## config.mk

```make
export PLATFORM = sky130hd
export DESIGN_NAME = calc_bist
export DESIGN_NICKNAME = d
export VERILOG_FILES = /design/src/rtl/calc_bist_pkg.sv /design/src/rtl/calc_bist_seg7_decode.sv /design/src/rtl/calc_bist.sv
export SDC_FILE = /design/constraint.sdc
export NUM_CORES = 1
export LEC_CHECK = 0
export CAP_MARGIN = 20
export CELL_PAD_IN_SITES_DETAIL_PLACEMENT = 0
export CELL_PAD_IN_SITES_GLOBAL_PLACEMENT = 1
export CORE_AREA = 2 2 108 110
export DETAILED_ROUTE_END_ITERATION = 10
export DIE_AREA = 0 0 110 112
export GPL_ROUTABILITY_DRIVEN = 0
export PLACE_DENSITY = 0.91
export SLEW_MARGIN = 20
export SYNTH_ARGS = -nofsm -noshare
export SYNTH_HDL_FRONTEND = slang
export SYNTH_SLANG_ARGS = --single-unit
```

## constraint.sdc

```tcl
create_clock -name CLOCK_50 -period 4.69 [get_ports CLOCK_50]
set_input_delay 1.407 -clock CLOCK_50 [delete_from_list [all_inputs] [get_ports CLOCK_50]]
set_output_delay 1.407 -clock CLOCK_50 [all_outputs]
set_load 0.005 [all_outputs]
```

## src/rtl/calc_bist_pkg.sv

```systemverilog
`default_nettype none
// ----------------------------------------------------------------------------
// calc_bist_pkg: glyphs, KEY encodings and FSM states for the calculator BIST.
// Rev 1.0
// ----------------------------------------------------------------------------
package calc_bist_pkg;

  // Active-low segment glyphs, bit order {g,f,e,d,c,b,a}
  localparam logic [6:0] SEG_0     = 7'b1000000;
  localparam logic [6:0] SEG_1     = 7'b1111001;
  localparam logic [6:0] SEG_2     = 7'b0100100;
  localparam logic [6:0] SEG_3     = 7'b0110000;
  localparam logic [6:0] SEG_4     = 7'b0011001;
  localparam logic [6:0] SEG_5     = 7'b0010010;
  localparam logic [6:0] SEG_6     = 7'b0000010;
  localparam logic [6:0] SEG_7     = 7'b1111000;
  localparam logic [6:0] SEG_8     = 7'b0000000;
  localparam logic [6:0] SEG_MINUS = 7'b0111111;
  localparam logic [6:0] SEG_BLANK = 7'b1111111;
  localparam logic [6:0] SEG_E     = 7'b0000110;

  localparam int NUM_OPS = 6;

  localparam logic [2:0] KEY_ADD_AB = 3'b000;
  localparam logic [2:0] KEY_ADD_BA = 3'b100;
  localparam logic [2:0] KEY_SUB_AB = 3'b001;
  localparam logic [2:0] KEY_SUB_BA = 3'b101;
  localparam logic [2:0] KEY_ABS_A  = 3'b010;
  localparam logic [2:0] KEY_ABS_B  = 3'b110;

  typedef enum logic [2:0] {
    ST_IDLE   = 3'd0,
    ST_APPLY  = 3'd1,
    ST_SETTLE = 3'd2,
    ST_CHECK  = 3'd3,
    ST_DONE   = 3'd4
  } state_t;

  typedef struct packed {
    logic       valid;
    logic       is_minus;
    logic       is_blank;
    logic       is_e;
    logic [3:0] mag;
  } seg_info_t;

  function automatic logic [2:0] op_key(logic [2:0] op);
    case (op)
      3'd0:    return KEY_ADD_AB;
      3'd1:    return KEY_ADD_BA;
      3'd2:    return KEY_SUB_AB;
      3'd3:    return KEY_SUB_BA;
      3'd4:    return KEY_ABS_A;
      3'd5:    return KEY_ABS_B;
      default: return KEY_ADD_AB;
    endcase
  endfunction

  function automatic logic sign_ok(seg_info_t i, logic neg);
    return i.valid && (neg ? i.is_minus : i.is_blank);
  endfunction

  function automatic logic digit_ok(seg_info_t i, logic [3:0] m);
    return i.valid && !i.is_minus && !i.is_blank && !i.is_e && (i.mag == m);
  endfunction

  function automatic logic [3:0] mag5(logic signed [4:0] x);
    return 4'(x[4] ? -x : x);
  endfunction

endpackage
`default_nettype wire

```

## src/rtl/calc_bist_seg7_decode.sv

```systemverilog
`default_nettype none
// ----------------------------------------------------------------------------
// seg7_decode: active-low glyph to {valid, minus, blank, E, magnitude}.
// Rev 1.0
// ----------------------------------------------------------------------------
module seg7_decode
  import calc_bist_pkg::*;
(
  input  logic [6:0] glyph,
  output seg_info_t  info
);

  always_comb begin
    info       = '0;
    info.valid = 1'b1;
    case (glyph)
      SEG_0:     info.mag = 4'd0;
      SEG_1:     info.mag = 4'd1;
      SEG_2:     info.mag = 4'd2;
      SEG_3:     info.mag = 4'd3;
      SEG_4:     info.mag = 4'd4;
      SEG_5:     info.mag = 4'd5;
      SEG_6:     info.mag = 4'd6;
      SEG_7:     info.mag = 4'd7;
      SEG_8:     info.mag = 4'd8;
      SEG_MINUS: info.is_minus = 1'b1;
      SEG_BLANK: info.is_blank = 1'b1;
      SEG_E:     info.is_e = 1'b1;
      default:   info.valid = 1'b0;
    endcase
  end

endmodule
`default_nettype wire

```

## src/rtl/calc_bist.sv

```systemverilog
`default_nettype none
// ----------------------------------------------------------------------------
// calc_bist: exhaustive KEY/SW sweep of the 4-bit calculator with HEX checking.
// Rev 1.0 -- define CALC_BIST_FAIL_LOG_EN to capture the first failing vector.
// ----------------------------------------------------------------------------
module calc_bist
  import calc_bist_pkg::*;
#(
  parameter int         SETTLE_CYCLES = 4,
  parameter logic [5:0] OP_MASK       = 6'b111111,
  parameter bit         STOP_ON_FAIL  = 1'b0
) (
  input  logic        CLOCK_50,
  input  logic        RESET,
  input  logic        start,
  output logic [2:0]  key_o,
  output logic [7:0]  sw_o,
  input  logic [6:0]  hex7_i,
  input  logic [6:0]  hex6_i,
  input  logic [6:0]  hex5_i,
  input  logic [6:0]  hex4_i,
  input  logic [6:0]  hex3_i,
  input  logic [6:0]  hex2_i,
  input  logic [6:0]  hex0_i,
  output logic        busy,
  output logic        done,
  output logic        pass,
  output logic [10:0] err_count,
  output logic [2:0]  fail_key,
  output logic [7:0]  fail_sw
);

  state_t            r_state, w_state_nxt;
  logic [7:0]        r_cnt;
  logic [2:0]        r_op;
  logic [7:0]        r_sw;
  logic [2:0]        w_first_op, w_next_op;
  logic              w_first_found, w_next_found, w_last;
  logic signed [4:0] w_a, w_b, w_res;
  logic              w_ovf, w_mismatch;
  logic              w_launch, w_check, w_apply, w_settle, w_finish, w_advance, w_busy_nxt;
  logic [6:0]        w_glyph [0:6];
  seg_info_t         w_info  [0:6];

  // Decoder slots: 0..5 = hex7..hex2, 6 = hex0
  assign w_glyph[0] = hex7_i;
  assign w_glyph[1] = hex6_i;
  assign w_glyph[2] = hex5_i;
  assign w_glyph[3] = hex4_i;
  assign w_glyph[4] = hex3_i;
  assign w_glyph[5] = hex2_i;
  assign w_glyph[6] = hex0_i;

  for (genvar gi = 0; gi < 7; gi++) begin : g_dec
    seg7_decode u_dec (.glyph(w_glyph[gi]), .info(w_info[gi]));
  end

  // Lowest enabled op overall and lowest enabled op above the current one
  always_comb begin
    w_first_op    = '0;
    w_first_found = 1'b0;
    w_next_op     = '0;
    w_next_found  = 1'b0;
    for (int i = NUM_OPS - 1; i >= 0; i--) begin
      if (OP_MASK[i]) begin
        w_first_op    = 3'(i);
        w_first_found = 1'b1;
        if (3'(i) > r_op) begin
          w_next_op    = 3'(i);
          w_next_found = 1'b1;
        end
      end
    end
  end

  assign w_last = (r_sw == 8'hFF) && !w_next_found;

  // Golden model evaluated on the vector currently driven to the calculator
  always_comb begin
    w_a = {sw_o[7], sw_o[7:4]};
    w_b = {sw_o[3], sw_o[3:0]};
    case (key_o)
      KEY_ADD_AB, KEY_ADD_BA: w_res = w_a + w_b;
      KEY_SUB_AB:             w_res = w_a - w_b;
      KEY_SUB_BA:             w_res = w_b - w_a;
      KEY_ABS_A:              w_res = w_a[4] ? -w_a : w_a;
      KEY_ABS_B:              w_res = w_b[4] ? -w_b : w_b;
      default:                w_res = '0;
    endcase
    w_ovf      = (w_res > 5'sd7) || (w_res < -5'sd8);
    w_mismatch = !sign_ok(w_info[0], w_a[4]) || !digit_ok(w_info[1], mag5(w_a)) ||
                 !sign_ok(w_info[2], w_b[4]) || !digit_ok(w_info[3], mag5(w_b)) ||
                 (w_ovf ? !(w_info[6].valid && w_info[6].is_e)
                        : !(w_info[6].valid && w_info[6].is_blank)) ||
                 (!w_ovf && (!sign_ok(w_info[4], w_res[4]) ||
                             !digit_ok(w_info[5], mag5(w_res))));
  end

  always_ff @(posedge CLOCK_50 or posedge RESET) begin
    if (RESET) r_state <= ST_IDLE;
    else       r_state <= w_state_nxt;
  end

  always_comb begin
    w_state_nxt = r_state;
    case (r_state)
      ST_IDLE:   if (start) w_state_nxt = w_first_found ? ST_APPLY : ST_DONE;
      ST_APPLY:  w_state_nxt = ST_SETTLE;
      ST_SETTLE: if (r_cnt == 8'(SETTLE_CYCLES - 1)) w_state_nxt = ST_CHECK;
      ST_CHECK:  begin
        if ((w_mismatch && STOP_ON_FAIL) || w_last) w_state_nxt = ST_DONE;
        else                                        w_state_nxt = ST_APPLY;
      end
      ST_DONE:   w_state_nxt = ST_IDLE;
      default:   w_state_nxt = ST_IDLE;
    endcase
  end

  always_comb begin
    w_launch   = (r_state == ST_IDLE) && start;
    w_apply    = (r_state == ST_APPLY);
    w_settle   = (r_state == ST_SETTLE);
    w_check    = (r_state == ST_CHECK);
    w_finish   = (r_state == ST_DONE);
    w_advance  = w_check && (w_state_nxt == ST_APPLY);
    w_busy_nxt = (w_state_nxt == ST_APPLY) || (w_state_nxt == ST_SETTLE) ||
                 (w_state_nxt == ST_CHECK);
  end

  always_ff @(posedge CLOCK_50 or posedge RESET) begin
    if (RESET) begin
      key_o     <= '0;
      sw_o      <= '0;
      busy      <= 1'b0;
      done      <= 1'b0;
      pass      <= 1'b0;
      err_count <= '0;
      r_cnt     <= '0;
      r_op      <= '0;
      r_sw      <= '0;
    end else begin
      busy <= w_busy_nxt;
      if (w_launch) begin
        done      <= 1'b0;
        pass      <= 1'b0;
        err_count <= '0;
        r_op      <= w_first_op;
        r_sw      <= '0;
      end
      if (w_apply) begin
        key_o <= op_key(r_op);
        sw_o  <= r_sw;
        r_cnt <= '0;
      end
      if (w_settle) r_cnt <= r_cnt + 8'd1;
      if (w_check && w_mismatch && (err_count != 11'h7FF)) err_count <= err_count + 11'd1;
      if (w_advance) begin
        if (r_sw == 8'hFF) begin
          r_op <= w_next_op;
          r_sw <= '0;
        end else begin
          r_sw <= r_sw + 8'd1;
        end
      end
      if (w_finish) begin
        done <= 1'b1;
        pass <= (err_count == '0);
      end
    end
  end

`ifdef CALC_BIST_FAIL_LOG_EN
  always_ff @(posedge CLOCK_50 or posedge RESET) begin
    if (RESET) begin
      fail_key <= '0;
      fail_sw  <= '0;
    end else if (w_launch) begin
      fail_key <= '0;
      fail_sw  <= '0;
    end else if (w_check && w_mismatch && (err_count == '0)) begin
      fail_key <= key_o;
      fail_sw  <= sw_o;
    end
  end
`else
  assign fail_key = '0;
  assign fail_sw  = '0;
`endif

endmodule
`default_nettype wire

```

==> results.md <==
- Status: finished, final reports clean
- Final cell count without fillers: 719
- Vias per cell: 5.43
- Post-synth EDFFs: 0
- Critical-path cell list: nand3b_1 > o21ai_0 > fa_1 > a32oi_1 > and3_1 > inv_1 > ha_1 > xor2_1 > or3_1 > mux2i_1 > o2111ai_4 > and2_4 > a22o_1
- Slowest cell on crit path: dfrtp_1
- First-pass GRT wire length: 17700 um
- Final #Nets: 646
- Fill cells: 1099
- CTS Buf Count: 5
- Die Area: 0.0123 mm2
- Gr ovfl total: 0
- Drt drc: 0
- Fin. max-slew vios: 0
- Chip width: 110 um
- Post-synthesis compound-gate area fraction: 17.8%
- H-Tree Depth: 2
- Synth Instances: 512
- Synth Area in XOR/XNOR: 5.53%
- Crit Path Class: flip-flop to flip-flop
- Max Root-Sink Buffers: 2
- Adder-Cell Fraction of Synth Area: 6.13%
- Slew headroom: 45.3%
- Dpl hpwl: 7910 um
- IO Pins: 88
- Synth top area cells: dfrtp_1 29%, nand2_1 6.0%, ha_1 5.2%, o21ai_0 4.3%, xnor2_1 3.8%
- Post-synth ARST share: 100%
- Final setup vio count: 0
- Number of port buffers: 76
- Pwr Total: 1.87 mW
- Max Freq: 240 MHz
- Synthesized area: 0.00412 mm2
- Finished Core Util: 45.4%
- # rows: 39
- Post-route ant nets: 0
- Hold Vio Cnt, Final: 0
- Leakage power: 2.03 nW
- Commonest non-fill, non-tap cell in the layout: clkdlybuf4s50_1
- Critical path's largest stage delay: 620 ps
- P per Cell Area: 369 mW/mm2
- HP Class: flip-flop to flip-flop
- Die Y: 112 um
- Gr usage total: 17.4%
- Syn_area_per_cell: 8.05 um2
- Required @ worst endpoint: 4870 ps
- Clock root buffer: clkbuf_16
- Worst skew pair latency: 290 ps
- Vias: 3906
- Peak VDD IR: 225 uV
- Area delta synth->final: 23.2%
- Critical Path Fanout Max: 14
- Dpl cells: 711
- Initial core utilization: 36.9%
- Count of state elements after synthesis: 47
- Area of the core: 0.0112 mm2
- Hold Buf Count CTS: 0
- Final worst-path cycle share: 88.8%
- # clock sinks: 47
- Post-cts sizing count: 0
- CP endpoint kind: flip-flop
- Tightest Pin Transition: 819 ps
- CTS clk-pin slew, worst paths: 70 ps
- Sequential area share after synthesis: 28.5%
- First-pass DRT Iterations: 4
- Tmin final: 4170 ps
- CTS tree: done
- Synth Flop Type: dfrtp_1
- Yosys top cell area share: 28.5%
- WL per Instance: 14.4 um
- Unrepaired setup endpoints after global routing: no
- Post-synth top area cell: dfrtp_1
- Routed wire length: 10300 um
- Multi-input combinational cell area: 0.00272 mm2
- Ys Warns: 0
- CP startpoint kind: flip-flop
- Antenna violations before repair: 0
- Share of cells above drive strength 1: 4.69%
- FF+latch area: 0.00118 mm2
- Post-Synth Simple-Gate Area: 32.5%
- DRT iter0 DRCs: 286
- Mux share of post-synthesis cell area: 2.91%
- Clk_skew: 8.59 ps
- Yosys cell types: 65
- Critical path arrival: 4350 ps
- Vias in the first global route: 3696
- Most frequent cells in the layout: 76 x clkdlybuf4s50_1, 66 x nand2_1, 47 x dfrtp_1
- Setup bufs post-CTS: 0
- # diodes: 0
- Largest family of logic cells by synthesized area: simple AND/OR/NAND/NOR gates
- MaxCap Viol Count: 0
- Largest net degree at the start of global routing: 48
- Setup_tns: 0 ps
-- cell type report --
class,instances,share of cell area [%]
clock buffer,5,2.46
clock inverter,3,0.468
inverter,20,1.50
multi-input combinational,422,53.5
sequential,47,23.2
tap,143,3.52
timing repair buffer,79,15.4
-- registers in the layout (all words and copies together) (netlist names) --
| signal | cells |
|---|---|
| err_count | 11 |
| r_cnt | 8 |
| r_sw | 8 |
| sw_o | 8 |
| key_o | 3 |
| r_op | 3 |
| r_state | 3 |
| busy | 1 |
| done | 1 |
| pass | 1 |
-- metal layers --
metal	wire [um]	track usage [%]	up-vias	part of all wire (%)
met4	137	4.14	0	1.3
met2	5070	29.4	76	49
met3	379	2.17	15	3.7
met1	4760	23.5	1850	46
li1	-	-	1965	-
met5	0	0	-	0
-- final timing paths --
| kind | startpoint | end | slack (ps) | depth (start not counted) |
|---|---|---|---|---|
| max | key_o[0]$_DFFE_PP0P_ | err_count[10]$_DFFE_PP0P_ | 520 | 13 |
| min | pass$_DFFE_PP0P_ | pass$_DFFE_PP0P_ | 500 | 2 |
| max reg2reg | key_o[0]$_DFFE_PP0P_ | err_count[10]$_DFFE_PP0P_ | 520 | 13 |
| min reg2reg | pass$_DFFE_PP0P_ | pass$_DFFE_PP0P_ | 500 | 2 |
| max in group asynchronous | RESET | r_op[2]$_DFF_PP0_ | 2630 | 2 |
| min in group asynchronous | RESET | r_cnt[0]$_DFFE_PP0P_ | 1570 | 2 |
-- stage by stage --
stage          worst slack [ps]  hold slack (ps)  instance area [um2]
6_report                    524              495                 5080
5_1_grt                     229              512                 5080
4_1_cts                     571              499                 5080
3_5_place_dp                422              475                 4930
3_3_place_gp                483              463                 4930
2_1_floorplan              1040              445                 4160
-- worst max-delay path: cells and delay by family (launching register included) --
kind | cells | cell delay, ps
AO/OA/AOI/OAI | 4 | 1090
AND/OR/NAND/NOR | 4 | 1080
adder cells (fa/ha/maj) | 2 | 800
flip-flops | 1 | 620
multiplexers | 1 | 240
XOR/XNOR | 1 | 160
buffers and inverters | 1 | 50
-- cell usage after synthesis, types with 6 or more instances --
cell type / count
buf_4: 12
nand2_1: 66
mux2i_1: 12
inv_1: 19
nor2b_1: 9
xnor2_1: 18
dfrtp_1: 47
xor2_1: 8
nand3_1: 29
o211ai_1: 8
a21oi_1: 8
o21ai_0: 35
clkbuf_1: 12
and3_1: 10
nand4b_1: 6
nand2b_1: 11
nor3_1: 13
nor2_1: 32
ha_1: 17
buf_2: 7
and2_1: 7
nor4_1: 8
a31oi_1: 9
nand3b_1: 6
o21ai_1: 10
or4_1: 6
nand4_1: 10
-- power breakdown --
part	internal, mW	total (mW)	switching [mW]	leakage (nW)
sequential	0.466	0.551	0.0848	0.642
combinational	0.426	0.966	0.539	1.32
clock	0.199	0.356	0.157	0.0664
total	1.09	1.87	0.781	2.03
-- cell families (layout without fill, tap and decap cells) --
group | Yosys count | count (layout)
flip-flops | 47 | 47
XOR/XNOR | 26 | 26
other | 1 | 11
AND/OR/NAND/NOR | 247 | 247
adder cells (fa/ha/maj) | 19 | 19
AO/OA/AOI/OAI | 107 | 107
buffers and inverters | 53 | 107
multiplexers | 12 | 12
Power figures use the tool's default switching activity.
